<file path="src/rtl/seg7_pkg.sv">
// Shared constants for the stopwatch 7-segment display back-end.
package seg7_pkg;

    // Active-low segment codes, bit order gfedcba.
    localparam logic [6:0] SEG_CODE_0 = 7'b1000000;
    localparam logic [6:0] SEG_CODE_1 = 7'b1111001;
    localparam logic [6:0] SEG_CODE_2 = 7'b0100100;
    localparam logic [6:0] SEG_CODE_3 = 7'b0110000;
    localparam logic [6:0] SEG_CODE_4 = 7'b0011001;
    localparam logic [6:0] SEG_CODE_5 = 7'b0010010;
    localparam logic [6:0] SEG_CODE_6 = 7'b0000010;
    localparam logic [6:0] SEG_CODE_7 = 7'b1111000;
    localparam logic [6:0] SEG_CODE_8 = 7'b0000000;
    localparam logic [6:0] SEG_CODE_9 = 7'b0010000;
    localparam logic [6:0] SEG_OFF    = 7'h7F;
    localparam logic [3:0] AN_OFF     = 4'hF;

    // Default dividers for a 100 MHz system clock: 1 ms per digit, 250 ms blink half-period.
    localparam int unsigned SCAN_DIV_100M  = 100000;
    localparam int unsigned BLINK_DIV_100M = 25000000;

endpackage

</file>
<file path="src/rtl/seg7_decoder.sv">
// BCD nibble to active-low 7-segment code; values 10..15 blank the digit.
module seg7_decoder
    import seg7_pkg::*;
(
    input  logic [3:0] bcd_i,
    output logic [6:0] seg_o
);

    // Pure lookup of the segment pattern for one digit.
    always_comb begin
        seg_o = SEG_OFF;
        case (bcd_i)
            4'd0:    seg_o = SEG_CODE_0;
            4'd1:    seg_o = SEG_CODE_1;
            4'd2:    seg_o = SEG_CODE_2;
            4'd3:    seg_o = SEG_CODE_3;
            4'd4:    seg_o = SEG_CODE_4;
            4'd5:    seg_o = SEG_CODE_5;
            4'd6:    seg_o = SEG_CODE_6;
            4'd7:    seg_o = SEG_CODE_7;
            4'd8:    seg_o = SEG_CODE_8;
            4'd9:    seg_o = SEG_CODE_9;
            default: seg_o = SEG_OFF;
        endcase
    end

endmodule

</file>
<file path="src/rtl/seg7_scan_driver.sv">
// Time-multiplexes a 4-digit BCD value onto a common-anode 7-segment display,
// with whole-display blinking while blink_en is high.
module seg7_scan_driver
    import seg7_pkg::*;
#(
    parameter int unsigned SCAN_DIV  = SCAN_DIV_100M,
    parameter int unsigned BLINK_DIV = BLINK_DIV_100M
) (
    input  logic        sys_clk,
    input  logic        reset_n,
    input  logic [15:0] bcd_in,
    input  logic        blink_en,
    output logic [6:0]  seg,
    output logic [3:0]  an
);

    localparam int unsigned ScanW  = $clog2(SCAN_DIV);
    localparam int unsigned BlinkW = $clog2(BLINK_DIV);
    localparam logic [ScanW-1:0]  ScanLast  = ScanW'(SCAN_DIV - 1);
    localparam logic [BlinkW-1:0] BlinkLast = BlinkW'(BLINK_DIV - 1);

    logic [ScanW-1:0]  scan_cnt_q, scan_cnt_d;
    logic [1:0]        idx_q, idx_d;
    logic [BlinkW-1:0] blink_cnt_q, blink_cnt_d;
    logic              blink_vis_q, blink_vis_d;
    logic [6:0]        seg_q, seg_d;
    logic [3:0]        an_q, an_d;
    logic [3:0]        nibble;
    logic [6:0]        nibble_seg;
    logic              visible;

    // Digit-slot timer and active digit index.
    always_comb begin
        scan_cnt_d = scan_cnt_q + ScanW'(1);
        idx_d      = idx_q;
        if (scan_cnt_q == ScanLast) begin
            scan_cnt_d = '0;
            idx_d      = idx_q + 2'd1;
        end
    end

    // Blink phase timer; held cleared and visible while blinking is disabled.
    always_comb begin
        blink_cnt_d = '0;
        blink_vis_d = 1'b1;
        if (blink_en) begin
            blink_vis_d = blink_vis_q;
            if (blink_cnt_q == BlinkLast) begin
                blink_cnt_d = '0;
                blink_vis_d = ~blink_vis_q;
            end else begin
                blink_cnt_d = blink_cnt_q + BlinkW'(1);
            end
        end
    end

    // Select the live (unlatched) nibble for the active digit.
    always_comb begin
        nibble = bcd_in[3:0];
        case (idx_q)
            2'd0: nibble = bcd_in[3:0];
            2'd1: nibble = bcd_in[7:4];
            2'd2: nibble = bcd_in[11:8];
            2'd3: nibble = bcd_in[15:12];
            default: nibble = bcd_in[3:0];
        endcase
    end

    seg7_decoder u_decoder (
        .bcd_i (nibble),
        .seg_o (nibble_seg)
    );

    // Dropping blink_en restores the display on the very next edge, even mid off-phase.
    assign visible = blink_vis_q | ~blink_en;

    // Next output values; an and seg change together so no digit shows a stale pattern.
    always_comb begin
        seg_d = nibble_seg;
        an_d  = visible ? ~(4'b0001 << idx_q) : AN_OFF;
    end

    // State and registered outputs.
    always_ff @(posedge sys_clk or negedge reset_n) begin
        if (!reset_n) begin
            scan_cnt_q  <= '0;
            idx_q       <= 2'd0;
            blink_cnt_q <= '0;
            blink_vis_q <= 1'b1;
            seg_q       <= SEG_OFF;
            an_q        <= AN_OFF;
        end else begin
            scan_cnt_q  <= scan_cnt_d;
            idx_q       <= idx_d;
            blink_cnt_q <= blink_cnt_d;
            blink_vis_q <= blink_vis_d;
            seg_q       <= seg_d;
            an_q        <= an_d;
        end
    end

    assign seg = seg_q;
    assign an  = an_q;

endmodule

</file>
<file path="config.mk">
export PLATFORM = sky130hd
export DESIGN_NAME = seg7_scan_driver
export DESIGN_NICKNAME = d
export VERILOG_FILES = /design/src/rtl/seg7_pkg.sv /design/src/rtl/seg7_decoder.sv /design/src/rtl/seg7_scan_driver.sv
export SDC_FILE = /design/constraint.sdc
export NUM_CORES = 1
export LEC_CHECK = 0
export CORE_ASPECT_RATIO = 1.25
export CORE_MARGIN = 10
export CORE_UTILIZATION = 50
export DETAILED_ROUTE_END_ITERATION = 12
export PLACE_DENSITY_LB_ADDON = 0.1
export SYNTH_ARGS = -nofsm -noshare
export SYNTH_HDL_FRONTEND = slang
export SYNTH_SLANG_ARGS = --single-unit
</file>
<file path="constraint.sdc">
create_clock -name sys_clk -period 1.9 [get_ports sys_clk]
set_clock_uncertainty 0.15 [all_clocks]
set_input_delay 0.38 -clock sys_clk [delete_from_list [all_inputs] [get_ports sys_clk]]
set_output_delay 0.38 -clock sys_clk [all_outputs]
set_load 0.005 [all_outputs]
</file>
==> summary.txt, run 1 <==
DRT antenna net count = 0
Io pins = 30
CP Cell Sequence = or4b_4 -> nor4b_2 -> and4_4 -> mux2_4
Clk_lat worst skew = 0.31 ns
Synth Instances = 272
Sequential-to-total area share from yosys stat = 50.3%
Syn avg cell area = 10.4 um^2
Commonest cells after routing, fill and taps aside = buf_4 (56), dfrtp_1 (42), clkdlybuf4s50_1 (22), nand2_1 (17), nand3_1 (17)
Post-place setup slack = -0.221 ns
Port bufs = 29
Worst path max stage delay = 0.54 ns
Crit path capture type = flip-flop
Die height = 104 um
RSZ-0062 raised after global routing = yes
GRT Residual Overflow = 0
Prevailing post-synth register cell = dfrtp_1
Initial Util = 51.7%
Internal = 1.80 mW
Sw frac = 21.9%
Antenna fix cells = 0
Worst-margin pin slew = 0.460 ns
Register clock-pin slew on the reported worst setup and hold paths = 0.10 ns
Critical Path End = idx_q[1]$_DFFE_PN0N_
Routed WL = 7500 um
CP Class = reg2reg
Drt drc = 0
Final cell count without fillers = 434
Area of the multi-input gates = 1690 um^2
Number of flops mapped to enable cells by yosys = 0
Post-synth ARST share = 100%
WP data required = 1.96 ns
Worst Hold Margin = 0.334 ns
Power share of the combinational group = 9.6%
Core area = 5440 um^2
Share of layout cells above drive strength 1 = 41.6%
Flops & latches, synth = 56
Largest vdd supply drop = 0.375 mV
Fin. Hold Viols = 0
Longest Clk Path Bufs = 2
First-pass GRT wire length = 11100 um
Crit path depth = 4
Row count = 30
Initial antenna violation count = 0
Die Area = 9050 um^2
Largest net degree at the start of global routing = 44
CP max stage cell = or4b_4
Chip width = 87.1 um
Area growth, synth to finish = 52.2%
Cell area power density = 538 nW/um^2
Worst reg-to-reg setup slack = -0.11 ns
CP delay by family, top = simple AND/OR/NAND/NOR gates
Max frequency = 498 MHz
Pleak = 1.75 nW
First-pass iteration count of the detailed router = 4
Max Cap Violations = 0
CP arrival = 2.07 ns
Final cycle utilization of the critical path = 106%
Mapped Nets = 301
P_sw = 504 uW
Clock Root Buffer = clkbuf_8
Inst Count DP = 404
RR Endpoint = idx_q[1]$_DFFE_PN0N_
Vias per inst = 5.74
DR WL/cell = 17.3 um
WP buf/inv = 0
Critical Path Fanout Max = 3
Total GRT Usage = 14.6%
Final Max Tran Viols = 0
Clock Sinks = 56
Dpl hpwl = 4700 um
Number of cells on the worst reg-to-reg path = 4
Post-Syn Area = 2820 um^2
Placer Congestion = 0.818
Register cell area after layout = 1420 um^2
Total power draw = 2.31 mW
TritonCTS buffer count = 5
DRT iter0 DRCs = 129
CTS tree = yes
Slew margin rel. = 69.3%
Sequential power share = 53.2%
Final min period = 2.01 ns
Worst min-delay path class = in2async
Crit. Startpoint = scan_cnt_q[12]$_DFF_PN0_
Clock Power Share = 37.2%
Most common cell after layout, fill and taps aside = buf_4
Post-synth cell types = 38
Vias = 2492
Final WS setup = -0.107 ns
Fillers = 331
Final core utilization = 78.8%
Failing checks = negative setup slack
Vias in the first global route = 2486
Worst Setup Start Kind = flip-flop
Fin nets = 398
Warnings from Yosys = 0
Post-route cell area = 4290 um^2
Cell area after placement = 3530 um^2
Status = finished, violations left
Reg2reg start = scan_cnt_q[12]$_DFF_PN0_
Setup_tns = -2.40 ns
H-tree Lvls = 2
Setup-failing EPs final = 38
sequential cells by signal, summed over array words and instances (netlist names):
| signal | flops |
|---|---|
| blink_cnt_q | 25 |
| scan_cnt_q | 17 |
| seg | 7 |
| an | 4 |
| idx_q | 2 |
| blink_vis_q | 1 |
cell type report:
cell class	count	share of cell area, %
multi-input cells	197	39.3
clock buffers	7	2.25
well taps	64	1.87
flip-flops and latches	56	33.1
clock inverters	1	0.701
repair buffers	98	21.7
inverters	11	1.02
power groups by stage:
stage	Clock (mW)	Sequential, mW	Combinational (mW)
6_report	0.858	1.23	0.221
2_1_floorplan	0	1.25	0.0492
5_1_grt	0.907	1.23	0.240
4_1_cts	0.869	1.23	0.184
3_5_place_dp	0	1.25	0.172
3_3_place_gp	0	1.25	0.170
worst min-delay path by stage:
stage               startpoint                         to  slack (ns)  depth (start not counted)
finish                 reset_n  blink_cnt_q[21]$_DFF_PN0_        0.33                          2
CTS                    reset_n  blink_cnt_q[21]$_DFF_PN0_        0.34                          2
global placement       reset_n  blink_cnt_q[21]$_DFF_PN0_        0.14                          1
floorplan              reset_n   blink_cnt_q[0]$_DFF_PN0_       -0.07                          0
global route           reset_n  blink_cnt_q[21]$_DFF_PN0_        0.38                          2
detailed placement     reset_n  blink_cnt_q[21]$_DFF_PN0_        0.14                          1
worst reg2reg max path: stages (launching register included):
cell and delay, ns:
dfrtp_1 0.39, or4b_4 0.54, nor4b_2 0.22, and4_4 0.30, mux2_4 0.31
kinds of logic (layout without fill, tap and decap cells):
kind of cell	Yosys count	count (layout)	synth area share [%]
AO/OA/AOI/OAI	40	40	8.84
buffers and inverters	19	117	2.98
AND/OR/NAND/NOR	113	113	22.4
flip-flops	56	56	50.3
multiplexers	8	8	2.98
XOR/XNOR	26	26	8.09
adder cells (fa/ha/maj)	10	10	4.44
repair_timing:
item | CTS | global route
pin swaps | 14 | 23
hold buffers | 1 | 0
hold endpoints to repair | 4 | 0
cloned | 0 | 4
setup buffers | 10 | 7
resized for setup | 25 | 78
setup endpoints to repair | 44 | 50
metal layers:
metal  GRT usage [%]  share of wire (%)
met5               0                  0
met1            16.3                 39
met4            6.28                2.3
met2            26.1                 55
met3            2.12                3.5
cell usage after synthesis (2+ instances only):
master    instances  area [um^2]
nor2_1           24         90.1
dfrtp_1          44         1100
nand2_1          17         63.8
nor4_1            3         18.8
o31ai_1           7         52.6
mux2i_1           5         50.1
xor2_1           13          114
ha_1             10          125
nor3_1            3         15.0
nand3_2           2         20.0
a21oi_1          17         85.1
dfstp_2          12          315
o21ai_0           9         45.0
nand4_1          11         68.8
and4_1            7         61.3
nor4b_1           2         17.5
nor2b_1           2         12.5
xnor2_1          13          114
and3_1            4         25.0
clkbuf_1          3         11.3
nand3_1          19         95.1
buf_2             3         15.0
mux2_2            3         33.8
a222oi_1          4         40.0
inv_1            10         37.5
or3_1             7         43.8
or4_1             7         52.6
Note: power is estimated with default switching activity, not from simulation.
==> inputs of run 2 (changes only) <==
--- a/config.mk
+++ b/config.mk
@@ -10,6 +10,7 @@
 export CORE_UTILIZATION = 50
 export DETAILED_ROUTE_END_ITERATION = 12
 export PLACE_DENSITY_LB_ADDON = 0.1
+export SKIP_LAST_GASP = 1
 export SYNTH_ARGS = -nofsm -noshare
 export SYNTH_HDL_FRONTEND = slang
 export SYNTH_SLANG_ARGS = --single-unit
==> run 2 against run 1 <==
Against the previous run: the flow still finishes with violations (negative setup slack); critical endpoint unchanged; first-iteration DRC count down 29%; maximum frequency shrank 0.18%; critical path depth stayed put; largest cell class unchanged.
==> summary.txt, run 2 (synthesized netlist as in run 1, its figures left out) <==
Row count = 30 (unchanged)
Largest register FFs = 25 (unchanged)
Worst Hold Margin = 0.333 ns (-0.00135 ns)
Final min period = 2.01 ns (+0.00363 ns)
First-pass GRT wire length = 11100 um (+0.12%)
Crit path capture type = flip-flop
First-pass iteration count of the detailed router = 4 (unchanged)
Total power draw = 2.30 mW (-0.28%)
Clk_lat worst skew = 0.32 ns (about the same)
Post-place setup slack = -0.221 ns (unchanged)
Final core utilization = 78.3% (-0.46 points)
Worst-margin pin slew = 0.458 ns (-0.00134 ns)
Fin nets = 397 (-0.25%)
Die Area = 9050 um^2 (unchanged)
DRT antenna net count = 0 (unchanged)
Clock Sinks = 56 (unchanged)
Core area = 5440 um^2 (unchanged)
Io pins = 30 (unchanged)
Cell area power density = 540 nW/um^2 (+0.31%)
Placer Congestion = 0.818 (unchanged)
Total GRT Usage = 14.6% (unchanged)
Dpl hpwl = 4700 um (unchanged)
Most common cell after layout, fill and taps aside = buf_4
DRT iter0 DRCs = 91 (-29%)
CTS tree = yes
Fillers = 342 (+3.3%)
GRT Residual Overflow = 0 (unchanged)
Routed WL = 7340 um (-2.2%)
Final Max Tran Viols = 0 (unchanged)
Critical Path Fanout Max = 3 (unchanged)
Share of layout cells above drive strength 1 = 40.9% (-0.70 points)
Max frequency = 497 MHz (-0.18%)
CP max stage cell = or4b_4
Failing checks = negative setup slack
Largest vdd supply drop = 0.369 mV (-1.8%)
TritonCTS buffer count = 5 (unchanged)
Initial antenna violation count = 0 (unchanged)
WP buf/inv = 0 (unchanged)
Register clock-pin slew on the reported worst setup and hold paths = 0.10 ns (about the same)
Port bufs = 29 (unchanged)
Worst Setup Start Kind = flip-flop
Status = finished, violations left
Chip width = 87.1 um (unchanged)
Fin. Hold Viols = 0 (unchanged)
Antenna fix cells = 0 (unchanged)
Pleak = 1.74 nW (-0.27%)
Vias in the first global route = 2492 (+0.24%)
Worst min-delay path class = in2async
Worst path max stage delay = 0.54 ns (about the same)
Setup_tns = -2.12 ns (+0.281 ns)
Final WS setup = -0.110 ns (-0.00363 ns)
Vias per inst = 5.67 (-1.3%)
RSZ-0062 raised after global routing = yes
Top reg by flops = blink_cnt_q
DR WL/cell = 16.9 um (-2.0%)
Setup-failing EPs final = 38 (unchanged)
Clock Root Buffer = clkbuf_8
Die height = 104 um (unchanged)
Area growth, synth to finish = 51.3%
Vias = 2453 (-1.6%)
CP arrival = 2.07 ns (about the same)
Slew margin rel. = 69.4% (+0.089 points)
Max Cap Violations = 0 (unchanged)
Drt drc = 0 (unchanged)
Initial Util = 51.7% (unchanged)
Longest Clk Path Bufs = 2 (unchanged)
CP Class = reg2reg
WP data required = 1.96 ns (about the same)
Commonest cells after routing, fill and taps aside = buf_4 (55), dfrtp_1 (42), clkdlybuf4s50_1 (22), nand2_1 (17), nand3_1 (17)
Final cycle utilization of the critical path = 106% (+0.19 points)
CP Cell Sequence = or4b_4 -> nor4b_2 -> and4_4 -> mux2_4
H-tree Lvls = 2 (unchanged)
CP delay by family, top = simple AND/OR/NAND/NOR gates
Largest net degree at the start of global routing = 44 (unchanged)
-- run 2: changes by cell type in the layout (fill, tap and decap cells not counted), sizes merged --
cell	delta
buf	-1
-- run 2: per-layer routing --
layer	track usage (%)	vias up	share of wire (%)	wire, um
met5	0	-	0	0
met4	6.28	0	2.8	202
met3	2.12	17	2.7	201
met2	26.2	40	56	4080
met1	16.2	1210	39	2860
li1	-	1186	-	-
-- run 2: through the flow --
stage               area, um^2  cells
detailed placement        3530    404
global route              4260    433
CTS                       3820    423
finish                    4260    433
floorplan                 2840    272
global placement          3530    404
-- run 2: worst paths after layout --
| kind | from | slack, ns | to | depth (start not counted) |
|---|---|---|---|---|
| max reg2reg | scan_cnt_q[12]$_DFF_PN0_ | -0.11 | idx_q[1]$_DFFE_PN0N_ | 4 |
| min | reset_n | 0.33 | blink_cnt_q[22]$_DFF_PN0_ | 2 |
| max in group asynchronous | reset_n | 0.67 | an[0]$_DFF_PN1_ | 3 |
| min in group sys_clk | scan_cnt_q[8]$_DFF_PN0_ | 0.35 | scan_cnt_q[8]$_DFF_PN0_ | 1 |
| min reg2reg | scan_cnt_q[8]$_DFF_PN0_ | 0.35 | scan_cnt_q[8]$_DFF_PN0_ | 1 |
| max | scan_cnt_q[12]$_DFF_PN0_ | -0.11 | idx_q[1]$_DFFE_PN0N_ | 4 |
-- run 2: cell type report --
type / instances / area [um^2] / share of cell area [%]
Inverter: 11 / 43.8 / 1.03
Sequential cell: 56 / 1420 / 33.3
Tap cell: 64 / 80.1 / 1.88
Timing Repair Buffer: 97 / 925 / 21.7
Clock buffer: 7 / 96.3 / 2.26
Multi-Input combinational cell: 197 / 1670 / 39.1
Clock inverter: 1 / 30.0 / 0.705
-- run 2: where the power goes --
part,switching [mW],internal (mW),total [mW]
clock network,0.390,0.466,0.856
logic,0.101,0.116,0.217
registers,0.00719,1.22,1.23
total,0.499,1.80,2.30
-- run 2: what timing repair did --
item | 4_1_cts | 5_1_grt
gates cloned | 0 | 4
resized for setup | 22 | 77
endpoints found under the setup margin | 44 | 50
hold buffers | 1 | 0
buffers inserted | 10 | 6
endpoints found under the hold margin | 4 | 0
pin swaps | 13 | 24
